## config.mk

```make
export PLATFORM = sky130hd
export DESIGN_NAME = byte_lane_scheduler
export DESIGN_NICKNAME = d
export VERILOG_FILES = /design/src/rtl/byte_lane_scheduler_pkg.sv /design/src/rtl/byte_lane_scheduler_rr_arbiter.sv /design/src/rtl/byte_lane_scheduler.sv
export SDC_FILE = /design/constraint.sdc
export NUM_CORES = 1
export LEC_CHECK = 0
export CORE_ASPECT_RATIO = 0.6
export CORE_MARGIN = 2
export CORE_UTILIZATION = 45
export DETAILED_ROUTE_END_ITERATION = 8
export PLACE_DENSITY = 0.92
export SYNTH_ARGS = -nofsm -noshare
export SYNTH_HDL_FRONTEND = slang
export SYNTH_HIERARCHICAL = 1
export SYNTH_SLANG_ARGS = --single-unit
```

## constraint.sdc

```tcl
create_clock -name clk_4f -period 5.2 [get_ports clk_4f]
set_clock_uncertainty 0.05 [all_clocks]
set_input_delay 0.78 -clock clk_4f [delete_from_list [all_inputs] [get_ports clk_4f]]
set_output_delay 0.78 -clock clk_4f [all_outputs]
set_load 0.02 [all_outputs]
```

## src/rtl/byte_lane_scheduler_pkg.sv

```systemverilog
// Shared constants, FSM state type and helpers for the byte lane scheduler.
package byte_lane_scheduler_pkg;

  localparam int BYTES_PER_WORD = 4;
  localparam int WORD_W         = 32;
  localparam int BYTE_W         = 8;
  localparam int CNT_W          = $clog2(BYTES_PER_WORD);

  typedef enum logic {
    IDLE,
    SEND
  } state_t;

  // Increment with wrap back to zero at n.
  function automatic int unsigned wrap_inc(input int unsigned v, input int unsigned n);
    return ((v + 1) >= n) ? 0 : (v + 1);
  endfunction

endpackage

```

## src/rtl/byte_lane_scheduler_rr_arbiter.sv

```systemverilog
// Round-robin arbiter: first valid requester at or after the pointer wins.
module rr_arbiter #(
  parameter int NUM_REQ = 4,
  parameter int LANE_W  = $clog2(NUM_REQ)
) (
  input  logic [NUM_REQ-1:0] i_req,
  input  logic [LANE_W-1:0]  i_ptr,
  input  logic               i_en,
  output logic [NUM_REQ-1:0] o_grant,
  output logic [LANE_W-1:0]  o_idx
);

  logic              w_found;
  logic [LANE_W-1:0] w_pos;

  // Scan ptr, ptr+1, ... modulo NUM_REQ and grant the first valid request.
  always_comb begin
    o_grant = '0;
    o_idx   = '0;
    w_found = 1'b0;
    w_pos   = '0;
    for (int unsigned off = 0; off < NUM_REQ; off++) begin
      w_pos = LANE_W'((32'(i_ptr) + off) % NUM_REQ);
      if (i_en && !w_found && i_req[w_pos]) begin
        w_found        = 1'b1;
        o_grant[w_pos] = 1'b1;
        o_idx          = w_pos;
      end
    end
  end

endmodule

```

## src/rtl/byte_lane_scheduler.sv

```systemverilog
// Round-robin scheduler feeding one 32-to-8 serializer from NUM_REQ word sources.
module byte_lane_scheduler
  import byte_lane_scheduler_pkg::*;
#(
  parameter  int NUM_REQ = 4,
  localparam int LANE_W  = $clog2(NUM_REQ)
) (
  input  logic                      clk_4f,
  input  logic                      reset,
  input  logic [NUM_REQ-1:0]        req_valid,
  input  logic [NUM_REQ*WORD_W-1:0] req_data,
  output logic [NUM_REQ-1:0]        req_ready,
  input  logic                      pause,
  output logic [BYTE_W-1:0]         data_out,
  output logic                      valid_out,
  output logic                      sof_out,
  output logic [LANE_W-1:0]         lane_id,
  output logic                      busy
);

  localparam logic [CNT_W-1:0] LAST_CNT = CNT_W'(BYTES_PER_WORD - 1);

  state_t              r_state;
  logic [CNT_W-1:0]    r_byte_cnt;
  logic [LANE_W-1:0]   r_ptr;
  logic [LANE_W-1:0]   r_lane;
  logic [WORD_W-1:0]   r_shift;
  logic [BYTE_W-1:0]   r_data_out;
  logic                r_valid_out;
  logic                r_sof_out;
  logic [LANE_W-1:0]   r_lane_id;

  logic                w_last;
  logic                w_accept_en;
  logic [NUM_REQ-1:0]  w_grant;
  logic [LANE_W-1:0]   w_idx;
  logic                w_hs;
  logic [WORD_W-1:0]   w_word;

  assign w_last      = (r_state == SEND) && (r_byte_cnt == LAST_CNT);
  assign w_accept_en = ((r_state == IDLE) || w_last) && !pause && !reset;

  rr_arbiter #(
    .NUM_REQ (NUM_REQ),
    .LANE_W  (LANE_W)
  ) u_arb (
    .i_req   (req_valid),
    .i_ptr   (r_ptr),
    .i_en    (w_accept_en),
    .o_grant (w_grant),
    .o_idx   (w_idx)
  );

  // Grant only ever lands on a valid requester, so any grant is a handshake.
  assign w_hs      = |w_grant;
  assign req_ready = w_grant;

  // Select the granted requester's word.
  always_comb begin
    w_word = '0;
    for (int unsigned i = 0; i < NUM_REQ; i++) begin
      if (w_grant[i]) begin
        w_word = req_data[i*WORD_W +: WORD_W];
      end
    end
  end

  // FSM, byte counter, shift register and registered byte outputs.
  always_ff @(posedge clk_4f) begin
    if (reset) begin
      r_state     <= IDLE;
      r_byte_cnt  <= '0;
      r_ptr       <= '0;
      r_lane      <= '0;
      r_shift     <= '0;
      r_data_out  <= '0;
      r_valid_out <= 1'b0;
      r_sof_out   <= 1'b0;
      r_lane_id   <= '0;
    end else begin
      if (r_state == SEND) begin
        r_data_out  <= r_shift[WORD_W-1 -: BYTE_W];
        r_shift     <= r_shift << BYTE_W;
        r_valid_out <= 1'b1;
        r_sof_out   <= (r_byte_cnt == '0);
        r_lane_id   <= r_lane;
        r_byte_cnt  <= r_byte_cnt + 1'b1;
        if (w_last) begin
          r_state <= IDLE;
        end
      end else begin
        r_data_out  <= '0;
        r_valid_out <= 1'b0;
        r_sof_out   <= 1'b0;
        r_lane_id   <= '0;
      end
      // A handshake in the last-byte cycle overrides the shift/count/state
      // updates above, so the next word follows with no bubble.
      if (w_hs) begin
        r_shift    <= w_word;
        r_lane     <= w_idx;
        r_ptr      <= LANE_W'(wrap_inc(32'(w_idx), NUM_REQ));
        r_byte_cnt <= '0;
        r_state    <= SEND;
      end
    end
  end

  assign data_out  = r_data_out;
  assign valid_out = r_valid_out;
  assign sof_out   = r_sof_out;
  assign lane_id   = r_lane_id;
  assign busy      = (r_state == SEND);

endmodule

```

# == Word level (Yosys, flattened, before mapping) ==
# Cells that the tools add are included.
# totals
wordCells,91
out_inout_bits,17
reg_bits,51
# classes
addsub,5
mux,38
n_reduce_logical,25
n_lt_le_gt_ge,9
eq_ne,1
n_bitwise,4
# op_table
operator,count
32-bit two-way mux,6
4-bit two-way mux,4
1-bit two-way mux,15
1-bit logical AND,14
"2-bit by 3-bit less-than comparator with 1-bit output, second input constant",4
4-bit OR,3
2-bit two-way mux,5
1-bit binary-select mux with 2-bit select,4
1-bit demux with 2-bit select,4
"2-bit by 1-bit greater-or-equal comparator with 1-bit output, second input constant",4
1-bit logical NOT,5
5-bit OR reduction,1
"2-bit by 1-bit adder with 2-bit output, second input constant",2
"2-bit adder, second input constant",2
4-bit OR reduction,1
"2-bit by 1-bit adder with 3-bit output, second input constant",1
"3-bit greater-or-equal comparator, second input constant",1
"2-bit == test, second input constant",1
2-bit logical NOT,1
2-bit nonzero test,1
2-bit OR reduction,1
1-bit logical OR,1
1-bit inverter,1

# == Longest topological paths before layout ==
# logic_depth
depth_word,24
depth_mapped,14
mapped_depth_nobuf,10

# == Cells and area by module ==
# Netlist, hierarchy kept.
# modules_own_cells
mod,area_each_um2,cells_each,seq_area_each_um2,instances
byte_lane_scheduler,2651.3,263,1021.0,1
rr_arbiter,636.9,71,0.0,1

# == Least setup slack after synthesis ==
# Ideal clock, no wire load.
# synth_path
path_kind,flip-flop to flip-flop
start,register r_ptr[0]
end,register r_shift[1]
setup_ns,0.117
n_path_buf,3
required_time_ns,5.033
t_arrival_ns,3.567
path_stages_with_launch,13
slack_ns,1.465
cell_sequence,dfxtp_1 buf_6 inv_2 ha_1 buf_6 mux2_2 nor4_4 o21ai_2 o221ai_1 nor3b_1 buf_2 a211o_1 a32o_1
# synth_rtl
element,line_no,source
from (decl),byte_lane_scheduler.sv:25,logic [LANE_W-1:0] r_ptr;
from (signal assigned),byte_lane_scheduler.sv:102,"r_ptr <= LANE_W'(wrap_inc(32'(w_idx), NUM_REQ));"
"parallel branches: the longest is 15 deep, another holds 2-bit by 3-bit less-than comparator with 1-bit output",-,
4-bit two-way mux *,byte_lane_scheduler_rr_arbiter.sv:24,if (i_en && !w_found && i_req[w_pos]) begin
via req_ready[1],byte_lane_scheduler.sv:12,"output logic [NUM_REQ-1:0] req_ready,"
32-bit two-way mux (3 in series),byte_lane_scheduler.sv:62,if (w_grant[i]) begin
32-bit two-way mux,byte_lane_scheduler.sv:99,if (w_hs) begin
to (signal assigned),byte_lane_scheduler.sv:83,r_shift <= r_shift << BYTE_W;
to (signal assigned),byte_lane_scheduler.sv:100,r_shift <= w_word;
to (decl),byte_lane_scheduler.sv:27,logic [WORD_W-1:0] r_shift;
# Mark *: on every way through the listed nets, which the timed path passes. The select of a mux whose other input is x is not followed.
# A chain may end at the register's enable or synchronous reset.

# == Final worst setup path ==
# layout_path
start,register r_ptr[1]
end,output req_ready[0]
# layout_via
elab_chain_cells,16
# layout_rtl
element,line_no
"parallel branches: the longest is 15 deep, another holds 2-bit by 3-bit less-than comparator with 1-bit output",-
4-bit two-way mux *,byte_lane_scheduler_rr_arbiter.sv:24
to (decl),byte_lane_scheduler.sv:12
# Every way passes the cells marked *. The select of a mux whose other input is x is not followed.

==> summary.txt <==
Clock network
  – CTS tree: built
  – CTS Hold Bufs: 0
  – Root Buffer Master: clkbuf_16
  – Clk sinks: 51
  – Worst-path clk slew: 70 ps
  – Post-cts sizing count: 0
  – Clock Latency Late Sink: 280 ps
  – Longest Clk Path Bufs: 2
  – H-tree depth: 2
  – Setup Fix Bufs, Post-CTS: 0
  – CTS buffer count: 5

Timing
  – Final period util: 90.7%
  – Achievable frequency: 212 MHz
  – Max_slew headroom: 41.8%
  – Fin crit period: 4720 ps
  – Worst-Margin Slew: 870 ps
  – WHS: 420 ps
  – Total negative slack: 0 ps
  – RSZ-0062 raised after global routing: false
  – Post-route setup slack: 483 ps
  – Final hold vios: 0
  – Setup Viol. Count Final: 0
  – Max-slew violations: 0

Setup path
  – FF-to-FF setup slack: 900 ps
  – Setup crit start kind: register
  – Critical Path Sink Type: primary output
  – Worst-path fanout max: 15
  – Reg2Reg Depth: 10
  – CP Data Arrival Time: 3890 ps
  – Crit path required time: 4370 ps
  – Crit Path Class: register to primary output

Yosys
  – EDFF count, synth: 0
  – Async SR Flop Fraction: 0%
  – Unique masters post-synth: 45
  – Synthesized area per cell: 9.84 sq um
  – Synth top area share: 31.1%
  – Top_reg_cell synth: dfxtp_1
  – Net Count, Synth: 480
  – Synth Cell Area: 3290 sq um
  – Synthesis Warnings: 6
  – Synth area leader: dfxtp_1
  – Post-synthesis sequential area ratio: 31.1%
  – FF+latch count, synth: 51
  – Cell count after synthesis: 334
  – Largest cells by area after synthesis: dfxtp_1, mux2i_1, o32ai_1

Global routing
  – Total GRT Usage: 27.6%
  – Number of global-route vias before repair: 3387
  – Initial antenna violation count: 0
  – Largest net degree at the start of global routing: 36
  – Total grt overflow: 0
  – Global-route wire length before repair: 17300 microns

Routing
  – DRC Markers: 0
  – Total detailed-routing wirelength: 10900 microns
  – Via count: 3407
  – Post-route ant nets: 0
  – Initial DRC Count: 163
  – Drt pass-1 iters: 4
  – Post-DR wirelength/cell: 19.4 microns
  – Vias per cell: 6.07

Pwr
  – Clock network power share: 19.9%
  – Worst VDD drop: 0.178 mV
  – Reg power frac: 28.5%
  – Sw power: 644 uW
  – Lkg Pwr: 1.86 nW
  – Power Total: 1.67 mW
  – Logic pwr share: 51.6%
  – Sw frac: 38.7%
  – P_int: 1.02 mW
  – Power Density: 334 nW/um^2

Finish
  – Final Util: 69.5%
  – Share of post-route cells with drive strength above 1: 8.72%
  – Design area: 4980 sq um
  – Final Non-Filler Cells: 561
  – Nets: 615
  – Area delta synth->final: 51.6%
  – Ant diodes: 0

Placement
  – Dpl cells: 553
  – DP Worst Slack: 564 ps
  – Gpl congestion: 0.999
  – Hpwl dp: 8380 microns
  – IO Port Bufs: 151
  – Cell Area, Placed: 4830 sq um

Floorplanning
  – Die Width: 114 microns
  – Starting Density: 45.8%
  – Die Y: 70.2 microns
  – Boundary Pins: 152
  – Die Footprint: 8030 sq um
  – Core area: 7180 sq um
  – # rows: 24

Hold path
  – Hold/Removal Path Class: register to register
  – Hold path cells: 1

Flow run
  – MaxCap Viol Count: 0

Run status
  – Outcome: complete, no violations
[cell usage after synthesis (2+ instances only)]
cell      count
nor3b_1       3
inv_1        10
a211oi_1      4
buf_2        13
mux2_2        3
nor4_4        3
nor2_1        9
clkbuf_1     14
nor2b_1       5
nand2b_1     11
buf_6         6
a211o_1       8
o21a_1        4
a221oi_1     21
o211ai_1      5
nand2_1       9
and3b_1      11
and2_1       11
o22ai_1      21
mux4_2        4
ha_1         11
a21oi_1       2
o221ai_1      3
o21ai_0       3
dfxtp_1      51
a32o_1        8
a21o_1       11
o32ai_1      23
a22o_1        4
mux2i_1      27
nand3b_1      2
[power by group through the flow]
stage	registers, mW	logic (mW)	clock network [mW]
after CTS	0.474	0.854	0.336
after global placement	0.480	0.827	0
after global routing	0.481	0.930	0.355
after floorplan	0.486	0.582	0
after detailed placement	0.483	0.849	0
final	0.475	0.860	0.331
[critical path, cell delays in order, from the launching register on]
cell,delay [ps]
dfxtp_1,670
inv_1,280
ha_1,580
mux2_2,410
nor4_4,340
o21ai_2,190
o221ai_1,430
clkdlybuf4s50_1,700
[kinds of logic after synthesis]
kind of cell | synth area share, %
AND/OR/NAND/NOR | 14.9
adder cells (fa/ha/maj) | 4.19
XOR/XNOR | 0.266
buffers and inverters | 6.89
AO/OA/AOI/OAI | 30.3
multiplexers | 12.4
flip-flops | 31.1
[cell usage in the layout (no fill, tap or decap), drive strengths merged, types with 11 or more instances in the layout]
cell           count
clkdlybuf4s50    151
a21o              11
and3b             11
mux2i             27
o32ai             24
inv               12
and2              11
o22ai             21
ha                11
dfxtp             51
a221oi            21
nand2b            11
[routing by layer]
layer	wire length, microns	global-route usage (%)	share of wire, %
met5	0	0	0
met4	125	5.15	1.1
met3	815	6.68	7.5
met2	4980	44.1	46
met1	4960	38.3	46
[state kept, by name (all words and copies together) (netlist names)]
signal,cells
r_shift,32
sof_out,1
r_lane,2
busy,1
r_ptr,2
r_byte_cnt,2
lane_id,2
data_out,8
valid_out,1
[worst paths after layout]
path	start	to
worst max-delay path	r_ptr[1]	req_ready[0]
worst min-delay path	r_shift[27]	data_out[3]
worst max register to register	r_ptr[1]	r_shift[2]
worst min register to register	r_shift[27]	data_out[3]
[final cells by class]
type / count / area [sq um]
Clock buffer: 5 / 125
Clock inverter: 3 / 28.8
Fill cell: 579 / 2190
Inverter: 11 / 41.3
Multi-Input combinational cell: 239 / 2070
Sequential cell: 51 / 1020
Tap cell: 91 / 114
Timing Repair Buffer: 161 / 1590
No activity file was read; power rests on OpenSTA's default activity.
